===== src/rtl/kd_internal_node_tree_pkg.sv =====
// Shared constants and helpers for the kd-tree internal-node traversal pipeline.
// Node word: [10:0] split dimension, [21:11] signed median.
package kd_internal_node_tree_pkg;

    localparam int COMP_W       = 11;
    localparam int NUM_DIMS     = 5;
    localparam int DEPTH        = 6;
    localparam int NUM_INTERNAL = (1 << DEPTH) - 1;
    localparam int PTR_W        = 6;
    localparam int NODE_W       = 2 * COMP_W;
    localparam int PATCH_W      = NUM_DIMS * COMP_W;
    localparam int DIM_LSB      = 0;
    localparam int DIM_MSB      = COMP_W - 1;
    localparam int MED_LSB      = COMP_W;
    localparam int MED_MSB      = 2 * COMP_W - 1;

    // Out-of-range dimensions fall back to component 0.
    function automatic logic signed [COMP_W-1:0] sel_comp(
        input logic [PATCH_W-1:0] patch,
        input logic [COMP_W-1:0]  dim
    );
        logic signed [COMP_W-1:0] comp;
        case (dim)
            11'd1:   comp = patch[2*COMP_W-1:1*COMP_W];
            11'd2:   comp = patch[3*COMP_W-1:2*COMP_W];
            11'd3:   comp = patch[4*COMP_W-1:3*COMP_W];
            11'd4:   comp = patch[5*COMP_W-1:4*COMP_W];
            default: comp = patch[1*COMP_W-1:0];
        endcase
        return comp;
    endfunction

endpackage


===== src/rtl/kd_internal_node_tree_if.sv =====
// Load-port and query/result bundle for the kd-tree traversal block.
// The master side drives node words and queries; the slave returns the leaf index.
interface kd_internal_node_tree_if #(
    parameter int INTERNAL_WIDTH = 22,
    parameter int PATCH_WIDTH    = 55,
    parameter int ADDRESS_WIDTH  = 8
);
    logic                      fsm_enable;
    logic                      sender_enable;
    logic [INTERNAL_WIDTH-1:0] sender_data;
    logic [PATCH_WIDTH-1:0]    patch_in;
    logic [ADDRESS_WIDTH-1:0]  leaf_index;

    modport master (
        output fsm_enable, sender_enable, sender_data, patch_in,
        input  leaf_index
    );

    modport slave (
        input  fsm_enable, sender_enable, sender_data, patch_in,
        output leaf_index
    );
endinterface


===== src/rtl/kd_internal_node_tree_level.sv =====
// One tree level: node store for this level, split compare, append one path bit.
// Latency 1 cycle; no backpressure, accepts a query every cycle.
module internal_node_level
    import kd_internal_node_tree_pkg::*;
#(
    parameter int LEVEL = 0
) (
    input  logic               clk,
    input  logic               rst,
    input  logic               i_wr_en,
    input  logic [PTR_W-1:0]   i_wr_ptr,
    input  logic [NODE_W-1:0]  i_wr_dat,
    input  logic [PATCH_W-1:0] i_patch,
    input  logic [DEPTH-1:0]   i_path,
    output logic [PATCH_W-1:0] o_patch,
    output logic [DEPTH-1:0]   o_path
);
    localparam int NODES = 1 << LEVEL;
    localparam int BASE  = NODES - 1;
    localparam int SLOTS = (LEVEL == 0) ? 2 : NODES;
    localparam int IDX_W = (LEVEL == 0) ? 1 : LEVEL;

    logic [NODE_W-1:0] r_nodes [SLOTS];

    logic [PTR_W-1:0]         w_wr_off;
    logic                     w_wr_hit;
    logic [IDX_W-1:0]         w_idx;
    logic [NODE_W-1:0]        w_node;
    logic signed [COMP_W-1:0] w_comp;
    logic signed [COMP_W-1:0] w_med;
    logic                     w_right;
    logic                     w_unused;

    // Pointers below BASE wrap to large offsets, so one compare covers both bounds.
    assign w_wr_off = i_wr_ptr - PTR_W'(BASE);
    assign w_wr_hit = i_wr_en && (w_wr_off < PTR_W'(NODES));

    assign w_idx    = i_path[IDX_W-1:0];
    assign w_node   = r_nodes[w_idx];
    assign w_med    = w_node[MED_MSB:MED_LSB];
    assign w_comp   = sel_comp(i_patch, w_node[DIM_MSB:DIM_LSB]);
    assign w_right  = (w_comp >= w_med);
    assign w_unused = i_path[DEPTH-1];

    always_ff @(posedge clk) begin
        if (rst) begin
            for (int i = 0; i < SLOTS; i++) begin
                r_nodes[i] <= '0;
            end
            o_patch <= '0;
            o_path  <= '0;
        end else begin
            if (w_wr_hit) begin
                r_nodes[w_wr_off[IDX_W-1:0]] <= i_wr_dat;
            end
            o_patch <= i_patch;
            o_path  <= {i_path[DEPTH-2:0], w_right};
        end
    end

endmodule


===== src/rtl/kd_internal_node_tree.sv =====
// Loads a 63-node kd-tree in level order and classifies one query patch per cycle to a leaf.
// Latency 6 cycles from patch_in sampled to leaf_index; no backpressure.
module kd_internal_node_tree
    import kd_internal_node_tree_pkg::*;
#(
    parameter int INTERNAL_WIDTH = 22,
    parameter int PATCH_WIDTH    = 55,
    parameter int ADDRESS_WIDTH  = 8
) (
    input  logic clk,
    input  logic rst,
    kd_internal_node_tree_if.slave bus
);
    logic [PTR_W-1:0]       r_wr_ptr;
    logic [PATCH_WIDTH-1:0] r_patch;
    logic                   w_wr_en;
    logic [DEPTH-1:0]       w_path  [DEPTH+1];
    logic [PATCH_W-1:0]     w_patch [DEPTH+1];

    // Saturates at the last node; only reset re-opens the load window.
    assign w_wr_en = bus.fsm_enable && bus.sender_enable &&
                     (r_wr_ptr != PTR_W'(NUM_INTERNAL));

    always_ff @(posedge clk) begin
        if (rst) begin
            r_wr_ptr <= '0;
            r_patch  <= '0;
        end else begin
            if (w_wr_en) begin
                r_wr_ptr <= r_wr_ptr + 1'b1;
            end
            r_patch <= bus.patch_in;
        end
    end

    assign w_path[0]  = '0;
    assign w_patch[0] = r_patch;

    for (genvar l = 0; l < DEPTH; l++) begin : g_level
        internal_node_level #(.LEVEL(l)) u_level (
            .clk      (clk),
            .rst      (rst),
            .i_wr_en  (w_wr_en),
            .i_wr_ptr (r_wr_ptr),
            .i_wr_dat (bus.sender_data),
            .i_patch  (w_patch[l]),
            .i_path   (w_path[l]),
            .o_patch  (w_patch[l+1]),
            .o_path   (w_path[l+1])
        );
    end

    // Final path bits are the leaf offset from node 63.
    assign bus.leaf_index = {{(ADDRESS_WIDTH-DEPTH){1'b0}}, w_path[DEPTH]};

endmodule


===== src/flat_wrapper.sv =====
// flat-port wrapper written by rule: the top's interface ports become plain ports
module kd_internal_node_tree_flat import kd_internal_node_tree_pkg::*;
#(
    parameter int INTERNAL_WIDTH = 22,
    parameter int PATCH_WIDTH    = 55,
    parameter int ADDRESS_WIDTH  = 8
)
  (clk, rst, bus_fsm_enable, bus_sender_enable, bus_sender_data, bus_patch_in, bus_leaf_index);
  kd_internal_node_tree_if #(.INTERNAL_WIDTH(INTERNAL_WIDTH), .PATCH_WIDTH(PATCH_WIDTH), .ADDRESS_WIDTH(ADDRESS_WIDTH)) bus_i ();
  input  logic clk;
  input  logic rst;
  input wire logic [$bits(bus_i.fsm_enable)-1:0] bus_fsm_enable;
  input wire logic [$bits(bus_i.sender_enable)-1:0] bus_sender_enable;
  input wire logic [$bits(bus_i.sender_data)-1:0] bus_sender_data;
  input wire logic [$bits(bus_i.patch_in)-1:0] bus_patch_in;
  output wire logic [$bits(bus_i.leaf_index)-1:0] bus_leaf_index;
  assign bus_i.fsm_enable = bus_fsm_enable;
  assign bus_i.sender_enable = bus_sender_enable;
  assign bus_i.sender_data = bus_sender_data;
  assign bus_i.patch_in = bus_patch_in;
  assign bus_leaf_index = bus_i.leaf_index;
  kd_internal_node_tree #(.INTERNAL_WIDTH(INTERNAL_WIDTH), .PATCH_WIDTH(PATCH_WIDTH), .ADDRESS_WIDTH(ADDRESS_WIDTH)) u_core (.clk(clk), .rst(rst), .bus(bus_i));
endmodule

===== config.mk =====
export PLATFORM = sky130hd
export DESIGN_NAME = kd_internal_node_tree_flat
export DESIGN_NICKNAME = d
export VERILOG_FILES = /design/src/rtl/kd_internal_node_tree_pkg.sv /design/src/rtl/kd_internal_node_tree_if.sv /design/src/rtl/kd_internal_node_tree_level.sv /design/src/rtl/kd_internal_node_tree.sv /design/src/flat_wrapper.sv
export SDC_FILE = /design/constraint.sdc
export NUM_CORES = 2
export LEC_CHECK = 0
export BUFFER_PORTS_ARGS = -buffer_cell sky130_fd_sc_hd__buf_4
export CAP_MARGIN = 20
export CORE_UTILIZATION = 49
export CTS_BUF_LIST = sky130_fd_sc_hd__clkbuf_2
export CTS_CLUSTER_SIZE = 30
export DETAILED_ROUTE_END_ITERATION = 8
export PLACE_DENSITY_LB_ADDON = 0.12
export SLEW_MARGIN = 20
export SYNTH_ARGS = -nofsm -noshare
export SYNTH_HDL_FRONTEND = slang
export SYNTH_SLANG_ARGS = --single-unit
export TNS_END_PERCENT = 20

===== constraint.sdc =====
create_clock -name clk -period 7.09 [get_ports clk]
set_input_delay 0.709 -clock clk [delete_from_list [all_inputs] [get_ports clk]]
set_output_delay 0.709 -clock clk [all_outputs]
set_load 0.005 [all_outputs]

==> flow_metrics.tcl <==
set metrics [dict create \
    grt_max_degree 202 \
    max-vdd-ir-drop_mv 0.142 \
    num-fill-cells 12444 \
    start_util 0.496 \
    synth_area_leaders "edfxtp_1 56%, and2_1 12%, dfxtp_1 9.6%, mux4_2 7.6%, nor2b_1 2.8%" \
    final_nets 5871 \
    max_cap_viol_count 0 \
    rsz0062_at_grt "no" \
    rows 142 \
    ys.warnings.count 0 \
    ctsResizeCount 0 \
    ios 89 \
    synth_top_area_share 0.558 \
    cp_slowest_stage_delay_ns 0.87 \
    crit_start "u_core.g_level[3].u_level.o_path[0]" \
    critPathCapture "u_core.g_level[4].u_level.o_path[0]" \
    first_pass_iters 7 \
    final_cell_area_um2 82900 \
    cp_max_fo 41 \
    finalMaxSlewViolations 0 \
    synth_top_area_cell "edfxtp_1" \
    worstPathArrival_ns 7.32 \
    drt-wirelength-per-cell_um 25.4 \
    via_per_inst 5.49 \
    htree_levels 5 \
    drive_above_1_share 0.214 \
    required_ns 8.78 \
    die_h_um 392 \
    r2r_slack_ns 1.46 \
    portBuffers 86 \
    cts_setup_buffers 0 \
    grt_pass1_wl_mm 299 \
    clockRootBuffer "clkbuf_2" \
    regToRegEndpoint "u_core.g_level[4].u_level.o_path[0]" \
    hold_path_class "primary input to register" \
    drtIter0Drc 3679 \
    cp_slowest_cell "dfxtp_4" \
    tightest_slew_ns 1.25 \
    crit_top_cell "o21a_1" \
    cts_made_buffers 452 \
    finalCritPeriodShare 0.793 \
    status "complete, no violations" \
    ys_top_cells_by_count "1389 x and2_1, 1386 x edfxtp_1, 357 x clkbuf_1, 357 x dfxtp_1, 334 x nor2b_1" \
    dpl_cell_area_um2 77100 \
    synth_cells 5278 \
    place_hpwl_mm 120 \
    seqCellArea_um2 48800 \
    cp-end-kind "register" \
    antenna_found_initial 18 \
    slew_headroom 0.169 \
    start_kind "register" \
    setup_tns_ns 0 \
    overflow 0 \
    cts_buffer_depth 4 \
    ant_nets 0 \
    multi_input_area_um2 23900 \
    layout.cells.non_filler 8042 \
    grtUsageTotal 0.268 \
    dp_cells 7071 \
    routed_wl_mm 204 \
    synth_most_common_cell "and2_1" \
    grt_pass1_vias 45225 \
    gp_congestion 0.904 \
    max_freq_mhz 178 \
    syn_area_per_cell_um2 14.1 \
    ys_seq_area_frac 0.654 \
    cts.clk_slew.worst_paths_ns 0.11 \
    vias 44153 \
    power.leakage_uw 0.0312 \
    crit_chain "buf_4 -> and4b_1 -> a21oi_1 -> mux4_2 -> mux2_4 -> nor4_4 -> or3_1 -> mux2i_1 -> ha_1 -> nor2b_1 -> o21a_1 -> o21a_1 -> o21a_1 -> o21a_1 -> o21ai_0 -> a21o_1 -> a21oi_1" \
    die_width_um 392 \
    drc_errors 0 \
    async_reset_ff_frac 0 \
    crit_type "register to register" \
    power_density_nw_per_um2 243 \
    r2r_cells 17 \
    hold_viol 0 \
    core-area_um2 150000 \
    fin_worst_skew_ns 0.155 \
    die_area_um2 154000 \
    cts_tree "built" \
    synth_edf_count 1386 \
    setup_viol 0 \
    fin_crit_ns 5.63 \
    synth_flop_cell "edfxtp_1" \
    area_delta_synth_final_pct 11.2 \
    ys_seq_elements 1743 \
    r2r_start "u_core.g_level[3].u_level.o_path[0]" \
    clock-sinks 1743 \
    insertion_delay_ns 1.82 \
    syn-cell-area_um2 74600 \
    synth.distinct_cells 72 \
]
## registers in the layout, indices dropped and copies added (netlist names)
| register | flops |
|---|---|
| u_core.g_level.u_level.r_nodes | 1386 |
| u_core.g_level.u_level.o_patch | 275 |
| u_core.g_level.u_level.o_path | 21 |
| u_core.r_patch | 55 |
| u_core.r_wr_ptr | 6 |
## through the flow
step	worst slack (ns)	power, uW	utilization	hold WS, ns
2_1_floorplan	2.96	13000	-	0.405
3_3_place_gp	1.68	13800	0.512	0.428
3_5_place_dp	1.52	13800	0.512	0.432
4_1_cts	1.49	20300	0.551	0.000548
5_1_grt	1.15	21000	0.551	0.0101
6_report	1.46	20100	0.551	0.209
## critical path, delay by kind of cell, from the launching register on
| kind | cells | cell delay (ns) |
|---|---|---|
| flops | 1 | 0.87 |
| fa+ha+maj | 1 | 0.28 |
| buf+inv | 1 | 0.39 |
| mux | 3 | 1.13 |
| compound gates | 8 | 1.05 |
| simple gates | 4 | 1.72 |
## final cells by class
cell class / count / area share
Antenna cell: 16 / 0.000483
Multi-Input combinational cell: 3038 / 0.289
Timing Repair Buffer: 413 / 0.0444
Clock inverter: 81 / 0.00448
Inverter: 70 / 0.00317
Sequential cell: 1743 / 0.588
Clock buffer: 665 / 0.0401
Tap cell: 2016 / 0.0304
## cells by family (layout without fill, tap and decap cells)
kind of cell | after synthesis | after routing | share of synthesized area
multiplexers | 371 | 371 | 0.0927
other | 1 | 18 | 0.0000503
adder cells (fa/ha/maj) | 72 | 72 | 0.0121
XOR/XNOR | 14 | 14 | 0.00164
flip-flops | 1743 | 1743 | 0.654
buffers and inverters | 498 | 1229 | 0.0269
AND/OR/NAND/NOR | 2277 | 2277 | 0.184
AO/OA/AOI/OAI | 302 | 302 | 0.0293
## worst min-delay path by stage
stage / to / depth (start not counted) / from / slack (ns)
floorplan: u_core.g_level[3].u_level.o_patch[54] / 2 / u_core.g_level[2].u_level.o_patch[54] / 0.40
global placement: u_core.g_level[3].u_level.o_patch[46] / 2 / u_core.g_level[2].u_level.o_patch[46] / 0.43
detailed placement: u_core.g_level[3].u_level.o_patch[46] / 2 / u_core.g_level[2].u_level.o_patch[46] / 0.43
CTS: u_core.g_level[1].u_level.r_nodes[0][2] / 3 / bus_sender_data[2] / 0.0005
global route: u_core.g_level[4].u_level.r_nodes[6][1] / 3 / bus_sender_data[1] / 0.01
finish: u_core.g_level[1].u_level.r_nodes[1][21] / 3 / bus_sender_data[21] / 0.21
## power breakdown
part	internal [uW]	switching, uW	leakage [uW]
combinational	860	1210	0.0110
clock	2530	3980	0.00294
sequential	11300	243	0.0172
## layout by cell type (no fill, tap or decap), drive strengths merged, types with 13 or more instances in the layout
cell type / instances
a21oi: 47
a221oi: 18
a22o: 23
a22oi: 62
a31oi: 24
and2: 1389
buf: 207
clkbuf: 665
clkinv: 74
dfxtp: 357
diode: 16
dlygate4sd3: 206
edfxtp: 1386
ha: 72
inv: 74
mux2: 47
mux2i: 73
mux4: 251
nand2: 93
nand3: 16
nor2: 166
nor2b: 334
nor3: 26
nor4: 118
nor4b: 13
o21a: 26
o21ai: 32
or2: 65
## what timing repair did
action                                  in CTS  in global routing
endpoints found under the setup margin       0                  0
hold endpoints to repair                  2647                  0
hold buffers                               208                  0
## layer usage
metal | share of wire | wire [um] | vias up | track usage
met1 | 0.42 | 86200 | 22287 | 0.360
met2 | 0.49 | 100000 | 1552 | 0.442
met4 | 0.020 | 4030 | 6 | 0.0779
met5 | 0.00017 | 34 | - | 0
li1 | - | - | 19992 | -
met3 | 0.068 | 13900 | 316 | 0.0532
Note: power is estimated with default switching activity, not from simulation.
